==> config.mk <==
export PLATFORM = sky130hd
export DESIGN_NAME = card_dealer
export DESIGN_NICKNAME = d
export VERILOG_FILES = /design/src/rtl/blackjack_card_pkg.sv /design/src/rtl/lfsr16.sv /design/src/rtl/card_dealer.sv
export SDC_FILE = /design/constraint.sdc
export NUM_CORES = 1
export LEC_CHECK = 0
export BUFFER_PORTS_ARGS = -buffer_cell sky130_fd_sc_hd__buf_2
export CORE_MARGIN = 1.5
export CORE_UTILIZATION = 35
export CTS_BUF_LIST = sky130_fd_sc_hd__clkbuf_8
export CTS_CLUSTER_DIAMETER = 40
export DETAILED_ROUTE_END_ITERATION = 12
export SLEW_MARGIN = 20
export SYNTH_ARGS = -nofsm -noshare
export SYNTH_HDL_FRONTEND = slang
export SYNTH_SLANG_ARGS = --single-unit
==> constraint.sdc <==
create_clock -name clk -period 6.1 [get_ports clk]
set_input_delay 1.83 -clock clk [delete_from_list [all_inputs] [get_ports clk]]
set_output_delay 1.83 -clock clk [all_outputs]
set_load 0.02 [all_outputs]
==> src/rtl/blackjack_card_pkg.sv <==
// blackjack_card_pkg: card types and index-to-card helpers shared by the dealer and hand summation
package blackjack_card_pkg;

    typedef logic [3:0] rank_t;
    typedef logic [1:0] suit_t;
    typedef logic [3:0] points_t;
    typedef logic [5:0] idx_t;

    localparam int DECK_SIZE = 52;
    localparam int RANKS     = 13;

    localparam idx_t LAST_IDX  = idx_t'(DECK_SIZE - 1);
    localparam idx_t FULL_DECK = idx_t'(DECK_SIZE);

    typedef enum logic [1:0] {IDLE, PICK, PROBE, DEAL} state_t;

    function automatic rank_t idx_to_rank(input idx_t idx);
        return rank_t'(idx % idx_t'(RANKS) + idx_t'(1));
    endfunction

    function automatic suit_t idx_to_suit(input idx_t idx);
        return suit_t'(idx / idx_t'(RANKS));
    endfunction

    function automatic points_t rank_to_points(input rank_t rank);
        return (rank > 4'd10) ? 4'd10 : rank;
    endfunction

endpackage

==> src/rtl/lfsr16.sv <==
// lfsr16: free-running 16-bit Fibonacci LFSR (taps 16,14,13,11) with an all-zero seed guard
module lfsr16 #(
    parameter logic [15:0] SEED = 16'hACE1
) (
    input  logic        clk,
    input  logic        reset,
    output logic [15:0] state
);

    // An all-zero state would lock the register, so fall back to 1
    localparam logic [15:0] INIT = (SEED == 16'h0000) ? 16'h0001 : SEED;

    always_ff @(posedge clk or negedge reset) begin
        if (!reset)
            state <= INIT;
        else
            state <= {state[14:0], state[15] ^ state[13] ^ state[12] ^ state[10]};
    end

endmodule

==> src/rtl/card_dealer.sv <==
// card_dealer: deals unused cards from a 52-card deck on request, refilling when empty
module card_dealer
    import blackjack_card_pkg::*;
#(
    parameter bit          RANDOMIZE = 1'b1,
    parameter logic [15:0] SEED      = 16'hACE1
) (
    input  logic    clk,
    input  logic    reset,
    input  logic    deal_req,
    input  logic    shuffle,
    output logic    card_valid,
    output rank_t   card_rank,
    output suit_t   card_suit,
    output points_t card_points,
    output logic    busy,
    output idx_t    cards_left,
    output logic    reshuffled
);

    state_t                 state;
    logic [DECK_SIZE-1:0]   used;
    idx_t                   idx;
    logic [15:0]            lfsr;
    idx_t                   pick;
    logic                   unused_lfsr;

    lfsr16 #(.SEED(SEED)) u_lfsr (
        .clk   (clk),
        .reset (reset),
        .state (lfsr)
    );

    assign pick        = lfsr[5:0];
    assign unused_lfsr = ^lfsr[15:6];

    always_ff @(posedge clk or negedge reset) begin
        if (!reset) begin
            state       <= IDLE;
            used        <= '0;
            idx         <= '0;
            cards_left  <= FULL_DECK;
            card_valid  <= 1'b0;
            card_rank   <= '0;
            card_suit   <= '0;
            card_points <= '0;
            busy        <= 1'b0;
            reshuffled  <= 1'b0;
        end else begin
            card_valid <= 1'b0;
            reshuffled <= 1'b0;
            // shuffle wins in every state and drops any request in flight
            if (shuffle) begin
                state      <= IDLE;
                busy       <= 1'b0;
                used       <= '0;
                cards_left <= FULL_DECK;
            end else begin
                case (state)
                    IDLE: if (deal_req) begin
                        if (cards_left == '0) begin
                            used       <= '0;
                            cards_left <= FULL_DECK;
                            reshuffled <= 1'b1;
                        end
                        state <= PICK;
                        busy  <= 1'b1;
                    end
                    PICK: if (!RANDOMIZE) begin
                        idx   <= '0;
                        state <= PROBE;
                    end else if (pick <= LAST_IDX) begin
                        idx   <= pick;
                        state <= PROBE;
                    end
                    // at least one slot is free here, so the linear scan terminates
                    PROBE: if (!used[idx]) begin
                        card_rank   <= idx_to_rank(idx);
                        card_suit   <= idx_to_suit(idx);
                        card_points <= rank_to_points(idx_to_rank(idx));
                        used[idx]   <= 1'b1;
                        cards_left  <= cards_left - idx_t'(1);
                        card_valid  <= 1'b1;
                        state       <= DEAL;
                    end else begin
                        idx <= (idx == LAST_IDX) ? '0 : idx + idx_t'(1);
                    end
                    DEAL: begin
                        state <= IDLE;
                        busy  <= 1'b0;
                    end
                    default: begin
                        state <= IDLE;
                        busy  <= 1'b0;
                    end
                endcase
            end
        end
    end

endmodule

==> results.md, run 1 <==
- Vias in the first global route: 4091
- Final Critical Period: 5.091 ns
- Largest family of logic cells by synthesized area: compound AO/OA/AOI/OAI gates
- Worst-Margin Slew: 0.7797 ns
- Synthesized flop and latch total: 95
- RR Endpoint: card_points[0]
- Post-synth top area cell: dfrtp_1
- Antenna cells: 0
- CTS clk-pin slew, worst paths: 0.09 ns
- Crit-path cells: inv_1 -> ha_1 -> a21boi_4 -> o221ai_2 -> inv_2 -> ha_1 -> o21ai_0 -> a31o_2 -> or2_2 -> ha_1 -> nor2b_1 -> o31ai_4 -> xnor2_1 -> inv_1 -> ha_1 -> inv_1 -> or4_4 -> a41oi_2 -> o21ai_1
- Nets: 575
- Power Total: 1.672 mW
- Combinational Power Share: 33.6%
- Core Region: 14700 µm²
- PD cells: 291.2 nW/µm²
- Final Max Slew Viols: 0
- Compound-Gate Fraction of Synth Area: 20.39%
- Die X: 126.3 µm
- YS warnings: 0
- Starting Density: 36.23%
- CP max stage cell: dfrtp_1
- Ports: 23
- Smallest hold slack: 0.3563 ns
- Post-synth net total: 563
- Vias per cell: 5.544
- Reg power frac: 40.8%
- Slew HR: 47.67%
- Num CTS Buffers: 9
- Cell variety after synth: 82
- HP Start: u_lfsr.state[8]
- Mapped Cells: 541
- DRC Markers: 0
- Setup_tns: 0 ns
- Final hold vios: 0
- Detailed Place HPWL: 8.486 mm
- Post-Synth XOR/XNOR Area: 0.8224%
- Post-Synth Simple-Gate Area: 17.48%
- Synth top area cells: dfrtp_1 39%, o21ai_0 6.2%, nand2_1 6.0%
- Pin count of the biggest net entering global routing: 58
- DRT Wirelength: 12.42 mm
- Hold Path End: u_lfsr.state[9]
- Crit path kind: reg2reg
- Startpoint types: register
- Hold-fix buffers, CTS: 0
- TritonRoute pass-1 iters: 4
- Critical Path Max Stage Delay: 0.61 ns
- Status: completed
- Dpl cells: 726
- Max Clock Skew: 0.01030 ns
- Mapped Area: 5325 µm²
- DR vias: 4114
- CTS root buffer: clkbuf_8
- Clock network power share: 25.6%
- Most frequent cells in the layout: 85 x nand2_1, 84 x dfrtp_1, 65 x o21ai_0, 26 x nor2_1, 22 x inv_1
- Static Leak: 2.426 nW
- Critical path fanouts, max: 18
- Post-CTS sizing: 0
- Switching Share: 37.45%
- Ys flop type: dfrtp_1
- Post-CTS Setup Inserts: 0
- Crit path max-delay family: compound AO/OA/AOI/OAI gates
- Count of final setup violators: 0
- Die area: 15960 µm²
- Initial DRC Count: 266
- Setup crit end kind: register
- Cells on worst reg2reg path: 19
- Commonest non-fill, non-tap cell in the layout: nand2_1
- Reg2reg setup slack: 1.01 ns
- Area delta synth->final: 7.848%
- Worst ir drop on vdd: 98.12 µV
- Critical path buffers and inverters: 4
- Finished Layout Cells: 742
- GPL Wtd Cong: 0.8264
- Worst EP arrival: 5.36 ns
- Cell row count: 44
- Pint: 1.046 mW
- Grt ovf: 0
- Antenna Nets Post-Route: 0
- All-Layer GR Usage: 16.62%
- Most frequent CP cell: ha_1
- Hold depth: 0
- Adder-Cell Fraction of Synth Area: 4.229%
- Max-capacitance violation count: 0
- Tcrit/Tclk final: 83.46%
- Drt wl/cell: 16.73 µm
- Layout cell share with drive strength beyond 1: 17.92%
- First-pass GRT wire length: 21.19 mm
- P_sw: 0.6263 mW
- Post-synthesis sequential area ratio: 44.90%
- Max Buffers Root-to-Sink: 2
- H-tree Lvls: 3
- Unrepaired setup endpoints after global routing: no
- Asr flop ratio synth: 100.0%
- Port Buffers: 22
- CTS tree: built
- RR Startpoint: idx[2]
- CTS Sinks: 95
- Mux cell area share after synthesis: 7.119%
- Fill cell count: 1444
- Final core utilization: 39.07%
- Chip height: 126.3 µm
- Worst Hold Class: reg2reg
- Worst-Skew Late Latency: 0.38 ns
- Synthesized area per cell: 9.843 µm²
- Fmax: 196.4 MHz
- EDFF count, synth: 0
- Required @ worst endpoint: 6.37 ns
- Synth top area share: 39.47%
- Initial antenna violation count: 0
## cell families after synthesis
family,Yosys count
xor gates and xnor gates,5
DFF,95
and+or+nand+nor,191
AOI/OAI and AO/OA,153
buffers and inverters,51
adders and majority gates,18
muxes,28
## metrics by stage
step / setup slack [ns] / instance area [µm²]
final: 1.009 / 5743
after global routing: 0.6660 / 5743
after CTS: 0.9980 / 5743
after detailed placement: 1.036 / 5545
after global placement: 1.245 / 5545
after floorplan: 1.614 / 5325
## worst max path at each step
stage,start,end,slack [ns],cells after the start
detailed placement,idx[2],card_points[0],1.04,19
CTS,idx[2],card_points[0],1.0,19
global placement,idx[2],card_points[0],1.25,19
floorplan,idx[1],card_points[0],1.61,21
finish,idx[2],card_points[0],1.01,19
global route,idx[2],card_points[0],0.67,19
## area by class of cell
| class | instances | area (µm²) | area share, % |
|---|---|---|---|
| repair buffers | 29 | 165.2 | 2.876 |
| clock inverters | 6 | 60.06 | 1.046 |
| inverters | 23 | 86.33 | 1.503 |
| multi-input cells | 395 | 2673 | 46.54 |
| flip-flops and latches | 95 | 2391 | 41.63 |
| well taps | 184 | 230.2 | 4.009 |
| clock buffers | 10 | 137.6 | 2.397 |
## power by group through the flow
stage,clock network [mW],logic [mW],registers (mW)
floorplan,0,0.414,0.718
global placement,0,0.555,0.693
detailed placement,0,0.561,0.694
CTS,0.441,0.564,0.683
global route,0.463,0.628,0.687
finish,0.429,0.561,0.682
## Yosys cell counts (9+ instances only)
cell type	number
inv_1	21
nand3_1	13
o21ai_1	9
clkbuf_1	11
nand2_1	85
ha_1	18
nor2b_1	9
mux2i_1	12
nor2_1	27
nor3_1	10
a21oi_1	14
dfstp_2	11
dfrtp_1	84
and3_1	9
o21ai_0	66
## flip-flops by register name, indices dropped and copies added (netlist names)
name	flops
card_valid	1
u_lfsr.state	16
card_points	4
idx	6
reshuffled	1
used	52
state	2
card_suit	2
card_rank	4
cards_left	6
busy	1
## per-layer routing
layer  global-route usage (%)  share of wire (%)  vias to the layer above
met1                    22.46                 48                     2074
met5                        0                  0                        -
met4                    6.153                1.8                        0
met3                    4.133                3.1                       19
met2                    25.88                 47                       64
li1                         -                  -                     1957
## worst reg2reg max path, stage by stage (launching register included)
cell and delay [ns]:
dfrtp_1 0.61, inv_1 0.24, ha_1 0.27, a21boi_4 0.29, o221ai_2 0.19, inv_2 0.13, ha_1 0.30, o21ai_0 0.23
a31o_2 0.32, or2_2 0.32, ha_1 0.28, nor2b_1 0.19, o31ai_4 0.29, xnor2_1 0.17, inv_1 0.13, ha_1 0.15
inv_1 0.05, or4_4 0.54, a41oi_2 0.18, o21ai_1 0.08
Power figures use the tool's default switching activity.
==> run 2, diff against run 1 <==
--- a/config.mk
+++ b/config.mk
@@ -5,6 +5,7 @@
 export SDC_FILE = /design/constraint.sdc
 export NUM_CORES = 1
 export LEC_CHECK = 0
+export ABC_AREA = 1
 export BUFFER_PORTS_ARGS = -buffer_cell sky130_fd_sc_hd__buf_2
 export CORE_MARGIN = 1.5
 export CORE_UTILIZATION = 35
==> constraint.sdc (replaced) <==
create_clock -name clk -period 5 [get_ports clk]
set_input_delay 1.5 -clock clk [delete_from_list [all_inputs] [get_ports clk]]
set_output_delay 1.5 -clock clk [all_outputs]
set_load 0.02 [all_outputs]
==> run 2 against run 1 <==
  * Fmax rose by 29%
  * Count of clock-buffer cells in the layout fell by 1
  * Non-clock buffer count rose by 5
  * Wire length rose by 4.9%
  * Sequential power rose by 27%
  * Largest cell class unchanged
  * Register-to-register slack improved by 0.06 ns
==> results.md, run 2 <==
- Port Buffers: 22 (unchanged)
- Num CTS Buffers: 9 (unchanged)
- Tcrit/Tclk final: 78.63% (-4.8 points)
- Most frequent cells in the layout: 236 x nand2_1, 84 x dfrtp_1, 59 x a21oi_1, 55 x inv_1, 45 x nand3_1
- Synthesized area per cell: 7.521 µm² (-24%)
- Status: completed
- Slew HR: 54.49% (+6.8 points)
- Vias per cell: 5.049 (-8.9%)
- Commonest cells in the netlist: 236 x nand2_1, 84 x dfrtp_1, 59 x a21oi_1
- All-Layer GR Usage: 17.27% (+0.65 points)
- Post-CTS sizing: 0 (unchanged)
- Antenna cells: 0 (unchanged)
- Pin count of the biggest net entering global routing: 70 (+21%)
- Final hold vios: 0 (unchanged)
- Synth top area cells: dfrtp_1 39%, nand2_1 16%, a21oi_1 5.5%
- Layout cell share with drive strength beyond 1: 11.43% (-6.5 points)
- Detailed Place HPWL: 8.688 mm (+2.4%)
- EDFF count, synth: 0 (unchanged)
- First-pass GRT wire length: 22.22 mm (+4.9%)
- GPL Wtd Cong: 0.8245 (-0.23%)
- Setup crit end kind: register
- Max-capacitance violation count: 0 (unchanged)
- RR Endpoint: card_points[1]
- Area delta synth->final: 8.597%
- Critical Path Max Stage Delay: 0.57 ns (-0.04 ns)
- Setup_tns: 0 ns (unchanged)
- Unrepaired setup endpoints after global routing: no
- Worst ir drop on vdd: 162.8 µV (+66%)
- Grt ovf: 0 (unchanged)
- Commonest non-fill, non-tap cell in the layout: nand2_1
- Initial DRC Count: 370 (+39%)
- Most frequent CP cell: nand2_1
- HP Start: u_lfsr.state[8]
- Top Registers: used: 52 flops, u_lfsr.state: 16 flops
- Top-count cell post-synth: nand2_1
- Critical path buffers and inverters: 4 (unchanged)
- Max Clock Skew: 0.02265 ns (+0.01234 ns)
- CP max stage cell: dfrtp_1
- Critical path fanouts, max: 10 (-8)
- Worst EP arrival: 4.21 ns (-1.15 ns)
- Starting Density: 35.59% (-0.64 points)
- H-tree Lvls: 3 (unchanged)
- Die X: 126.9 µm (+0.42%)
- Fmax: 254.3 MHz (+29%)
- Worst-Margin Slew: 0.6801 ns (-0.09956 ns)
- CTS root buffer: clkbuf_8
- Worst-Skew Late Latency: 0.39 ns (about the same)
- Number of flip-flops in the largest register: 52 (unchanged)
- Static Leak: 2.800 nW (+15%)
- Hold-fix buffers, CTS: 0 (unchanged)
- Drt wl/cell: 14.12 µm (-16%)
- Fill cell count: 1568 (+8.6%)
- Synth top area share: 39.14% (-0.33 points)
- DR vias: 4660 (+13%)
- Asr flop ratio synth: 100.0% (unchanged)
- CTS clk-pin slew, worst paths: 0.09 ns (about the same)
- Dpl cells: 907 (+25%)
- Synthesized flop and latch total: 95 (unchanged)
- CTS tree: built
- Cell row count: 45 (+2.3%)
- Core Region: 15090 µm² (+2.7%)
- Nets: 752 (+31%)
- Chip height: 126.9 µm (+0.42%)
- Antenna Nets Post-Route: 0 (unchanged)
- Final Max Slew Viols: 0 (unchanged)
- Reg2reg setup slack: 1.07 ns (+0.06 ns)
- Hold depth: 0 (unchanged)
- Post-CTS Setup Inserts: 0 (unchanged)
- RR Startpoint: idx[0]
- Required @ worst endpoint: 5.27 ns (-1.10 ns)
- Register bank with the most flops: used
- Crit path max-delay family: simple AND/OR/NAND/NOR gates
- PD cells: 315.2 nW/µm² (+8.2%)
- CTS Sinks: 95 (unchanged)
- YS warnings: 0 (unchanged)
- DRT Wirelength: 13.03 mm (+4.9%)
- Crit path kind: reg2reg
- Initial antenna violation count: 0 (unchanged)
- Hold Path End: u_lfsr.state[9]
- DRC Markers: 0 (unchanged)
- Cell variety after synth: 42 (-49%)
- Post-synthesis sequential area ratio: 44.52% (-0.38 points)
- TritonRoute pass-1 iters: 7 (+3)
- Count of final setup violators: 0 (unchanged)
- Mapped Area: 5370 µm² (+0.85%)
- Post-synth top area cell: dfrtp_1
- Ys flop type: dfrtp_1
- Post-synth net total: 736 (+31%)
- Ports: 23 (unchanged)
- Final Critical Period: 3.932 ns (-1.160 ns)
- Cells on worst reg2reg path: 27 (+8)
- Worst Hold Class: reg2reg
- Finished Layout Cells: 923 (+24%)
- Max Buffers Root-to-Sink: 2 (unchanged)
- Vias in the first global route: 4193 (+2.5%)
- Die area: 16100 µm² (+0.83%)
- Mapped Cells: 714 (+32%)
- Startpoint types: register
-- run 2: cell types whose count changed in the layout (fill, tap and decap cells not counted), sizes merged, moves of 10 or more --
cell   before  now
a21oi      15   59
inv        24   69
mux2       10    0
mux2i      12    0
nand2      87  240
nand3      13   48
nor3       11   38
o21ai      76   39
o22ai       2   12
-- run 2: worst max-delay path by stage --
stage	startpoint	end	slack [ns]	cells after the start
5_1_grt	idx[0]	card_points[1]	0.59	27
3_5_place_dp	idx[0]	card_points[1]	1.06	27
3_3_place_gp	idx[0]	card_points[1]	1.16	27
6_report	idx[0]	card_points[1]	1.07	27
2_1_floorplan	idx[0]	card_points[1]	1.52	28
4_1_cts	idx[0]	card_points[1]	1.05	27
-- run 2: worst register-to-register path: cells and delay by family, from the launching register on --
family | cells | cell delay [ns]
adders and majority gates | 4 | 0.91
and+or+nand+nor | 17 | 1.65
AOI/OAI and AO/OA | 2 | 0.31
buffers and inverters | 4 | 0.38
DFF | 1 | 0.57
-- run 2: cell families (layout without fill, tap and decap cells) --
kind of cell | after synthesis | after routing | synth area share (%)
AO/OA/AOI/OAI | 128 | 128 | 13.23
XOR/XNOR | 8 | 8 | 1.305
adder cells (fa/ha/maj) | 18 | 18 | 4.194
buffers and inverters | 97 | 118 | 7.479
flip-flops | 95 | 95 | 44.52
AND/OR/NAND/NOR | 368 | 368 | 29.26
-- run 2: where the power goes --
group          switching, mW  leakage [nW]  internal, mW  total, mW
combinational          0.377          1.44         0.129      0.505
sequential            0.0473          1.27         0.816      0.863
clock                  0.289        0.0872         0.181      0.469
-- run 2: area by class of cell --
type	instances	area, µm²	share of cell area (%)
Sequential cell	95	2391	41.00
Multi-Input combinational cell	522	2577	44.20
Inverter	68	255.2	4.377
Clock buffer	9	123.9	2.124
Timing Repair Buffer	34	202.7	3.476
Tap cell	188	235.2	4.033
Clock inverter	7	46.29	0.7938
-- run 2: metal layers --
metal / GRT usage, % / wire length [µm] / vias to the layer above
met3: 3.669 / 617 / 8
met4: 3.810 / 121 / 0
met2: 26.53 / 5874 / 101
met1: 25.01 / 6419 / 2167
li1: - / - / 2384
met5: 0 / 0 / -
-- run 2: stage by stage --
step / util [%] / instance area [µm²] / hold slack, ns / power [mW] / setup WS, ns
after floorplan: - / 5370 / 0.3312 / 1.236 / 1.523
after global placement: 37.52 / 5662 / 0.3367 / 1.386 / 1.161
after detailed placement: 37.52 / 5662 / 0.3424 / 1.386 / 1.056
after CTS: 38.65 / 5832 / 0.3568 / 1.861 / 1.055
after global routing: 38.65 / 5832 / 0.3631 / 1.956 / 0.5924
final: 38.65 / 5832 / 0.3523 / 1.838 / 1.068
